**config.mk**
```make
export PLATFORM = sky130hd
export DESIGN_NAME = vram_ctrl
export DESIGN_NICKNAME = d
export VERILOG_FILES = /design/src/rtl/vram_ctrl_pkg.sv /design/src/rtl/vram_ctrl.sv
export SDC_FILE = /design/constraint.sdc
export NUM_CORES = 1
export LEC_CHECK = 0
export ABC_AREA = 0
export CORE_MARGIN = 3
export CORE_UTILIZATION = 40
export DETAILED_ROUTE_END_ITERATION = 10
export PLACE_DENSITY_LB_ADDON = 0.3
export RECOVER_POWER = 50
export SLEW_MARGIN = 5
export SYNTH_ARGS = -nofsm -noshare
export SYNTH_HDL_FRONTEND = slang
export SYNTH_SLANG_ARGS = --single-unit
```
**constraint.sdc**
```tcl
create_clock -name clk -period 3.81 [get_ports clk]
set_input_delay 0.5715 -clock clk [delete_from_list [all_inputs] [get_ports clk]]
set_output_delay 0.5715 -clock clk [all_outputs]
set_load 0.05 [all_outputs]
```
**src/rtl/vram_ctrl_pkg.sv**
```systemverilog
// Shared VRAM geometry, clear value and controller state encoding.
package vram_ctrl_pkg;

    localparam int unsigned VRAM_ADDR_WIDTH = 11;
    localparam int unsigned VRAM_DATA_WIDTH = 2;
    localparam int unsigned VRAM_DEPTH      = 2048;
    localparam logic [VRAM_DATA_WIDTH-1:0] CLS_VAL = VRAM_DATA_WIDTH'(0);

    typedef enum logic {
        ST_IDLE  = 1'b0,
        ST_CLEAR = 1'b1
    } vram_state_t;

endpackage

```
**src/rtl/vram_ctrl.sv**
```systemverilog
// VRAM arbiter: scanout reads, draw-engine read/write and the clear-screen sequencer
// share one dual-port 2048x2 VRAM instantiated outside this block.
module vram_ctrl
    import vram_ctrl_pkg::*;
#(
    parameter int unsigned ADDR_WIDTH = VRAM_ADDR_WIDTH,
    parameter int unsigned DATA_WIDTH = VRAM_DATA_WIDTH,
    parameter logic [DATA_WIDTH-1:0] CLEAR_VAL = DATA_WIDTH'(CLS_VAL)
) (
    input  logic                  clk,
    input  logic                  rst,
    input  logic                  cls_req,
    output logic                  cls_busy,
    output logic                  cls_done,
    input  logic                  scan_req,
    input  logic [ADDR_WIDTH-1:0] scan_addr,
    output logic [DATA_WIDTH-1:0] scan_q,
    output logic                  scan_q_valid,
    input  logic                  draw_req,
    input  logic                  draw_we,
    input  logic [ADDR_WIDTH-1:0] draw_addr,
    input  logic [DATA_WIDTH-1:0] draw_d,
    output logic                  draw_gnt,
    output logic [DATA_WIDTH-1:0] draw_q,
    output logic                  draw_q_valid,
    output logic [ADDR_WIDTH-1:0] mem_raddr,
    input  logic [DATA_WIDTH-1:0] mem_q,
    output logic                  mem_we,
    output logic [ADDR_WIDTH-1:0] mem_waddr,
    output logic [DATA_WIDTH-1:0] mem_d
);

    // One extra bit so termination is a full-count compare, never a wrap to zero.
    localparam int unsigned CNT_W = ADDR_WIDTH + 1;
    localparam logic [CNT_W-1:0] LAST_ADDR = CNT_W'((2 ** ADDR_WIDTH) - 1);

    vram_state_t      state, state_nxt;
    logic [CNT_W-1:0] cnt, cnt_nxt;
    logic             last_write;

    always_ff @(posedge clk) begin
        if (rst) begin
            state        <= ST_IDLE;
            cnt          <= '0;
            cls_done     <= 1'b0;
            scan_q_valid <= 1'b0;
            draw_q_valid <= 1'b0;
        end else begin
            state        <= state_nxt;
            cnt          <= cnt_nxt;
            cls_done     <= last_write;
            scan_q_valid <= scan_req;
            draw_q_valid <= draw_gnt & ~draw_we;
        end
    end

    // Clear owns the write port; draw is granted only when idle and the read port is free.
    always_comb begin
        state_nxt  = state;
        cnt_nxt    = cnt;
        last_write = 1'b0;
        draw_gnt   = 1'b0;
        mem_we     = 1'b0;
        mem_waddr  = draw_addr;
        mem_d      = draw_d;
        case (state)
            ST_IDLE: begin
                draw_gnt = draw_req & (draw_we | ~scan_req);
                mem_we   = draw_gnt & draw_we;
                if (cls_req) begin
                    state_nxt = ST_CLEAR;
                    cnt_nxt   = '0;
                end
            end
            ST_CLEAR: begin
                // Reset aborts the sequence in the very cycle it is asserted.
                mem_we    = ~rst;
                mem_waddr = cnt[ADDR_WIDTH-1:0];
                mem_d     = CLEAR_VAL;
                cnt_nxt   = cnt + CNT_W'(1);
                if (cnt == LAST_ADDR) begin
                    state_nxt  = ST_IDLE;
                    last_write = 1'b1;
                end
            end
            default: state_nxt = ST_IDLE;
        endcase
    end

    assign cls_busy  = (state == ST_CLEAR);
    assign mem_raddr = scan_req ? scan_addr : draw_addr;
    assign scan_q    = mem_q;
    assign draw_q    = mem_q;

endmodule

```
# Word level (Yosys, flattened, before mapping)
# Index checks and enable logic that the tools add are counted.
[word_totals] reg_bits=16 inputBits=32 output_inout_bits=34
[classes] add_sub_neg=1 eq_ne=2 muxes=11 bitwise=8 reduce_logical=1
[ops] operator="$pmux W12 S2" count=1
[ops] operator="$mux W11" count=2
[ops] operator="$add A12 B1 Y12 const B" count=1
[ops] operator="$eq A12 B11 Y1 const B" count=1
[ops] operator="$mux W12" count=1
[ops] operator="$mux W1" count=4
[ops] operator="$not A1 Y1" count=4
[ops] operator="$pmux W1 S2" count=2
[ops] operator="$and A1 B1 Y1" count=3
[ops] operator="$mux W2" count=1
[ops] operator="$ne A2 B2 Y1 const B" count=1
[ops] operator="$reduce_or A2 Y1" count=1
[ops] operator="$or A1 B1 Y1" count=1

# Longest topological paths before layout
# Gate-level depths: netlist of run 1.
[depth] word_depth=5 mapped_depth=5 ltp_nobuf=4

# Worst setup path before layout of run 1
# Ideal clock, no wire load.
[synth_path] path_kind="input port to output port" startpoint="input port rst" endpoint="output port mem_we" arrival_ns=2.050 t_required_ns=3.239 slack_ns=1.189 stages=3 path_buffers=2 path_cell_list="clkbuf_1 clkbuf_1 o21ai_0"
[synth_via] elab_chain_cells=2
[synth_lines] element="start, declared" line="vram_ctrl.sv:11" rtl="input logic rst,"
[synth_lines] element="$not A1 Y1" line="vram_ctrl.sv:77" rtl="mem_we = ~rst;"
[synth_lines] element="$pmux W1 S2" line="vram_ctrl.sv:66" rtl="case (state)"
[synth_lines] element="end, declared" line="vram_ctrl.sv:28" rtl="output logic mem_we,"
# Every way passes these cells.

# Worst setup path after layout of run 1
[layout_path] startpoint="input port scan_req" endpoint="output port mem_raddr[1]"
[layout_via] elab_chain_cells=1
[layout_lines] element="start, declared" line="vram_ctrl.sv:15" rtl="input logic scan_req,"
[layout_lines] element="$mux W11" line="vram_ctrl.sv:91" rtl="assign mem_raddr = scan_req ? scan_addr : draw_addr;"
[layout_lines] element="end, declared" line="vram_ctrl.sv:26" rtl="output logic [ADDR_WIDTH-1:0] mem_raddr,"
# Every way passes these cells.

==> impl_metrics.yaml, run 1 <==
worst_setup_path:
  crit-reg2reg-launch: "cls_busy"
  cp_startpoint_kind: "input pin"
  worstSetupPathType: "in2out"
  data_arrival_time_at_the_worst_slack_endpoint_ps: 2600
  path_max_fanout: 15
  worst-endpoint-required_ps: 3240
  reg2reg_slack_ps: 1710
  startpoint: "scan_req"
  reg2reg_to: "cnt[10]"
  reg2reg_depth: 4
  setup.worst_path.end_class: "output pin"
  crit_end: "mem_raddr[1]"
grt:
  grt_antenna_before_repair: 0
  largest_net_degree_at_the_start_of_global_routing: 19
  first_pass_grt_wire_length_mm: 5.21
  grt_pass1_vias: 1122
  global_route.usage.total_pct: 20.1
  globalRoute.totalOverflow: 0
sta:
  fin_worst_skew_ps: 2.99
  worst_pin_slew_ps: 703
  fmax_ghz: 0.316
  fin_crit_sh_pct: 83.1
  slew_limit_headroom_pct: 53.1
  period_minus_slack_ps: 3170
  rsz0062_at_grt: "no"
  fin_tns_setup_ps: 0
  number_of_pins_with_negative_max_slew_slack_in_the_final_report: 0
  final-hold-violation-count: 0
  setup_violation_total_in_the_final_timing_report: 0
route:
  vias: 1152
  drtIter0Drc: 52
  detail_route.first_pass.iterations: 4
  vias_per_cell: 5.59
  post-route-drc-count: 0
  detail_route.wl_per_cell_um: 15.7
  wirelength_mm: 3.23
  antenna_left: 0
finish:
  layout.cells.non_filler: 206
  fill_cells: 230
  layout-area-overhead-vs-synth_pct: 55.9
  antenna-diode-count: 0
  nNetsFinal: 210
  multiInputGateArea_um2: 664
  drive_gt1_share_pct: 15.3
  ff_latch_area_um2: 320
synthesis:
  netlist_top_cells_area: "sky130_fd_sc_hd__dfxtp_1, sky130_fd_sc_hd__mux2_2, sky130_fd_sc_hd__a21oi_1, sky130_fd_sc_hd__o21ai_0, sky130_fd_sc_hd__nor2b_1"
  synth_sequential_area_ratio_pct: 29.8
  synth.cell_area_um2: 1070
  post_synth.cell_area_avg_um2: 8.67
  most_frequent_cell_after_synthesis: "sky130_fd_sc_hd__mux2_2"
  synth_top_cell_area_share_pct: 29.8
  synthDominantAreaCellType: "sky130_fd_sc_hd__dfxtp_1"
  postSynthNetCount: 157
  synth-main-ff-cell: "sky130_fd_sc_hd__dfxtp_1"
  synthCells: 124
  yosysWarnings: 0
  netlist-cell-type-count: 34
  synthTopCellsByCount: "sky130_fd_sc_hd__mux2_2, sky130_fd_sc_hd__dfxtp_1, sky130_fd_sc_hd__a21oi_1, sky130_fd_sc_hd__o21ai_0, sky130_fd_sc_hd__nand2_1"
  synth_seq_cells: 16
  postSynth.asyncResetShare_pct: 0
  number_of_enable_type_register_cells_in_the_synthesized_netlist: 0
floorplan:
  die_h_um: 57.8
  die-area_um2: 3340
  ios: 66
  floorplan.initialDensity_pct: 42.6
  fp.coreArea_um2: 2520
  die-width_um: 57.8
  fp-row-count: 18
clock_network:
  cts.sink_count: 16
  cts_resized: 0
  clockBufferDepth: 2
  cts_buffers: 3
  cts_tree: "yes"
  cts-htree-levels: 1
  clk-insertion-delay-late_ps: 300
  cts_setup_buffers: 0
  clock-root-buffer: "sky130_fd_sc_hd__clkbuf_4"
  hold_buffers: 0
  clk_pin_slew_ps: 100
flow_run:
  max_cap_viol_count: 0
outcome:
  status: "completed"
place:
  finalWeightedCongestion: 0.777
  dp.final_hpwl_mm: 2.47
  place.detailed.instances: 202
  place.port_buffers: 59
pwr:
  peakVddDrop_v: 0.000258
  power.density_cell_area_nw_per_um2: 293
  total_leakage_power_uw: 0.000610
hold_path:
  min-delay-path-class: "reg2reg"
-- area by class of cell --
class                   count  area share, %
clock buffers               4           2.17
inverters                   3          0.672
multi-input cells          92           39.7
flip-flops and latches     16           19.1
well taps                  30           2.24
repair buffers             61           36.1
-- worst max-delay path: stages --
cell and delay (ps):
sky130_fd_sc_hd__dlygate4sd3_1 900, sky130_fd_sc_hd__mux2_2 410, sky130_fd_sc_hd__clkdlybuf4s50_1 710
-- cell families after synthesis --
family | after synthesis | share of synthesized area (%)
AND/OR/NAND/NOR | 45 | 25.3
flip-flops | 16 | 29.8
adder cells (fa/ha/maj) | 1 | 1.16
AO/OA/AOI/OAI | 26 | 14.8
multiplexers | 20 | 20.8
buffers and inverters | 16 | 8.15
-- flip-flops by register name, summed over array words and instances, names as in the netlist --
register and flops:
cls_busy 1, cnt 12, cls_done 1, draw_q_valid 1, scan_q_valid 1
-- layer usage --
metal  global-route usage, %  wire length, µm  vias to the layer above
met5                       0                0                        -
met4                    2.98               12                        0
met3                    5.79              235                        2
met2                    37.3             1780                       44
met1                    23.0             1200                      544
li1                        -                -                      562
-- layout by cell type, fill, tap and decap left out, types with 3 or more instances in the layout --
| cell | count |
|---|---|
| sky130_fd_sc_hd__a21oi_1 | 8 |
| sky130_fd_sc_hd__clkbuf_4 | 3 |
| sky130_fd_sc_hd__clkdlybuf4s50_1 | 53 |
| sky130_fd_sc_hd__dfxtp_1 | 16 |
| sky130_fd_sc_hd__dlygate4sd3_1 | 6 |
| sky130_fd_sc_hd__inv_1 | 3 |
| sky130_fd_sc_hd__mux2_2 | 19 |
| sky130_fd_sc_hd__nand2_1 | 8 |
| sky130_fd_sc_hd__nand3_1 | 5 |
| sky130_fd_sc_hd__nor2_1 | 4 |
| sky130_fd_sc_hd__nor2b_1 | 5 |
| sky130_fd_sc_hd__nor3_1 | 3 |
| sky130_fd_sc_hd__o211ai_1 | 3 |
| sky130_fd_sc_hd__o21ai_0 | 8 |
| sky130_fd_sc_hd__or4_1 | 4 |
-- how the worst min path moves through the flow --
stage          slack, ps  endpoint  cells after the start     from
2_1_floorplan        480   cnt[10]                      2  cnt[10]
3_3_place_gp         520   cnt[10]                      2  cnt[10]
3_5_place_dp         540    cnt[6]                      2   cnt[6]
4_1_cts              550    cnt[6]                      2   cnt[6]
5_1_grt              580   cnt[10]                      2  cnt[10]
6_report             550    cnt[7]                      2   cnt[7]
-- report_power, final --
group | internal (µW) | switching [µW]
clock | 58.3 | 59.4
sequential | 170 | 6.68
combinational | 82.0 | 114
-- stage by stage --
step                cell area, µm²  hold WS [ps]  utilization (%)  power [µW]  setup WS, ps
global placement              1640           520             65.1         376           747
finish                        1680           554             66.4         491           642
CTS                           1680           554             66.5         493           718
detailed placement            1640           538             65.1         379           716
floorplan                     1070           484                -         310          1190
global route                  1680           577             66.4         509           567
Note: power is estimated with default switching activity, not from simulation.
==> run 2: changes to the inputs <==
- CORE_UTILIZATION: 40 -> 33
- clock period: 3.81 -> 2.8 ns (I/O delays scaled with it)
==> impl_metrics.yaml, run 2 (synthesized netlist as in run 1, its figures left out) <==
outcome:
  status: "completed"
hold_path:
  min-delay-path-class: "reg2reg"
worst_setup_path:
  path_max_fanout: 22
  critical-path-top-delay-family: "buffers and inverters"
  cp_startpoint_kind: "flip-flop"
  worstSetupPathType: "reg2out"
  setup.worst_path.end_class: "output pin"
  worst-endpoint-required_ps: 2380
  data_arrival_time_at_the_worst_slack_endpoint_ps: 2130
  worstPathCellList: "buf_4 > clkdlybuf4s50_1"
  cp_slowest_stage_delay_ps: 840
  timing.critical_path.buf_inv: 2
  cp_slowest_cell: "sky130_fd_sc_hd__clkdlybuf4s50_1"
grt:
  met1_usage_pct: 18.8
  largest_net_degree_at_the_start_of_global_routing: 23
  grt_most_used_layer: "met2"
  grt_pass1_vias: 1064
  use_met3_pct: 3.92
  first_pass_grt_wire_length_mm: 4.98
  globalRoute.totalOverflow: 0
  grtUsageMet2_pct: 26.2
  grt_antenna_before_repair: 0
  global_route.usage.total_pct: 15.1
route:
  detail_route.first_pass.iterations: 4
  post-route-drc-count: 0
  drtIter0Drc: 26
  vias: 1121
  detail_route.wl_per_cell_um: 13.9
  antenna_left: 0
  wirelength_mm: 3.06
  vias_per_cell: 5.10
finish:
  antenna-diode-count: 0
  layout-area-overhead-vs-synth_pct: 53.3
  post-route-util_pct: 53.5
  final_common_cell: "sky130_fd_sc_hd__clkdlybuf4s50_1"
  layout_common_cells: "sky130_fd_sc_hd__clkdlybuf4s50_1, sky130_fd_sc_hd__mux2_2, sky130_fd_sc_hd__dfxtp_1"
  multiInputGateArea_um2: 664
  nNetsFinal: 210
  layout.cells.non_filler: 220
  drive_gt1_share_pct: 22.7
  largest_register_ffs: 12
  fill_cells: 299
  largest_register: "cnt"
  ff_latch_area_um2: 320
sta:
  fin_worst_skew_ps: 0.950
  fin_tns_setup_ps: 0
  fmax_ghz: 0.392
  final-hold-violation-count: 0
  fin_crit_sh_pct: 91.0
  slew_limit_headroom_pct: 59.7
  number_of_pins_with_negative_max_slew_slack_in_the_final_report: 0
  rsz0062_at_grt: "no"
  post_layout_worst_setup_margin_ps: 252
  setup_violation_total_in_the_final_timing_report: 0
  worst_pin_slew_ps: 606
  period_minus_slack_ps: 2550
floorplan:
  fp-row-count: 20
  die_h_um: 63.1
  die-width_um: 63.1
  ios: 66
  floorplan.initialDensity_pct: 34.9
  fp.coreArea_um2: 3080
  die-area_um2: 3980
place:
  place.port_buffers: 59
  finalWeightedCongestion: 0.753
  place_ws_ps: 517
  dp.final_hpwl_mm: 2.35
  place.detailed.instances: 216
clock_network:
  cts_resized: 0
  cts_buffers: 3
  cts.sink_count: 16
  hold_buffers: 0
  cts-htree-levels: 1
  clk_pin_slew_ps: 100
  clock-root-buffer: "sky130_fd_sc_hd__clkbuf_4"
  cts_tree: "yes"
  clk-insertion-delay-late_ps: 300
  clockBufferDepth: 2
  cts_setup_buffers: 0
pwr:
  power.density_cell_area_nw_per_um2: 399
  peakVddDrop_v: 0.000229
  register_share_of_total_power_pct: 36.3
  comb_power_share_pct: 39.6
  total_leakage_power_uw: 0.000615
  power_report.internal_total_uw: 414
  power_switching_uw: 243
  power.clock.fraction_pct: 24.1
  p_sw_share_pct: 37.0
flow_run:
  max_cap_viol_count: 0
run 2: cell count changes in the layout (fill, tap and decap cells not counted), sizes merged:
cell and change:
clkdlybuf4s50 -14, clkbuf +2, dlygate4sd3 -1, buf +13
run 2: per-stage QoR:
stage | power (µW) | cell area, µm² | hold slack (ps)
after CTS | 666 | 1660 | 547
after detailed placement | 509 | 1620 | 534
after global placement | 507 | 1620 | 518
after floorplan | 422 | 1070 | 484
after global routing | 679 | 1650 | 579
final | 658 | 1650 | 539
run 2: final timing paths:
check	start	endpoint	slack (ps)	cells past startpoint
worst min register to register	cnt[10]	cnt[10]	540	2
worst max register to register	cls_busy	cnt[10]	880	4
worst max-delay path	cls_busy	cls_busy	250	2
worst min-delay path	cnt[10]	cnt[10]	540	2
run 2: power groups by stage:
stage | logic, µW | registers, µW | clock network, µW
after global routing | 273 | 240 | 166
after CTS | 266 | 239 | 161
final | 261 | 239 | 158
after floorplan | 173 | 248 | 0
after detailed placement | 264 | 245 | 0
after global placement | 263 | 244 | 0
run 2: area by class of cell:
| cell class | instances | area share, % |
|---|---|---|
| inverter | 3 | 0.683 |
| multi-input combinational | 92 | 40.3 |
| timing repair buffer | 61 | 34.0 |
| clock buffer | 4 | 2.20 |
| tap | 44 | 3.34 |
| sequential | 16 | 19.4 |
run 2: tightest hold or removal path, cell delays in order (launching register included):
cell                       delay [ps]
sky130_fd_sc_hd__dfxtp_1          340
sky130_fd_sc_hd__o311ai_0          90
sky130_fd_sc_hd__a21oi_1           60
run 2: routing by layer:
| layer | vias up | part of all wire [%] |
|---|---|---|
| met2 | 42 | 51 |
| met5 | - | 0 |
| met1 | 513 | 42 |
| li1 | 563 | - |
| met3 | 3 | 6.7 |
| met4 | 0 | 0.52 |
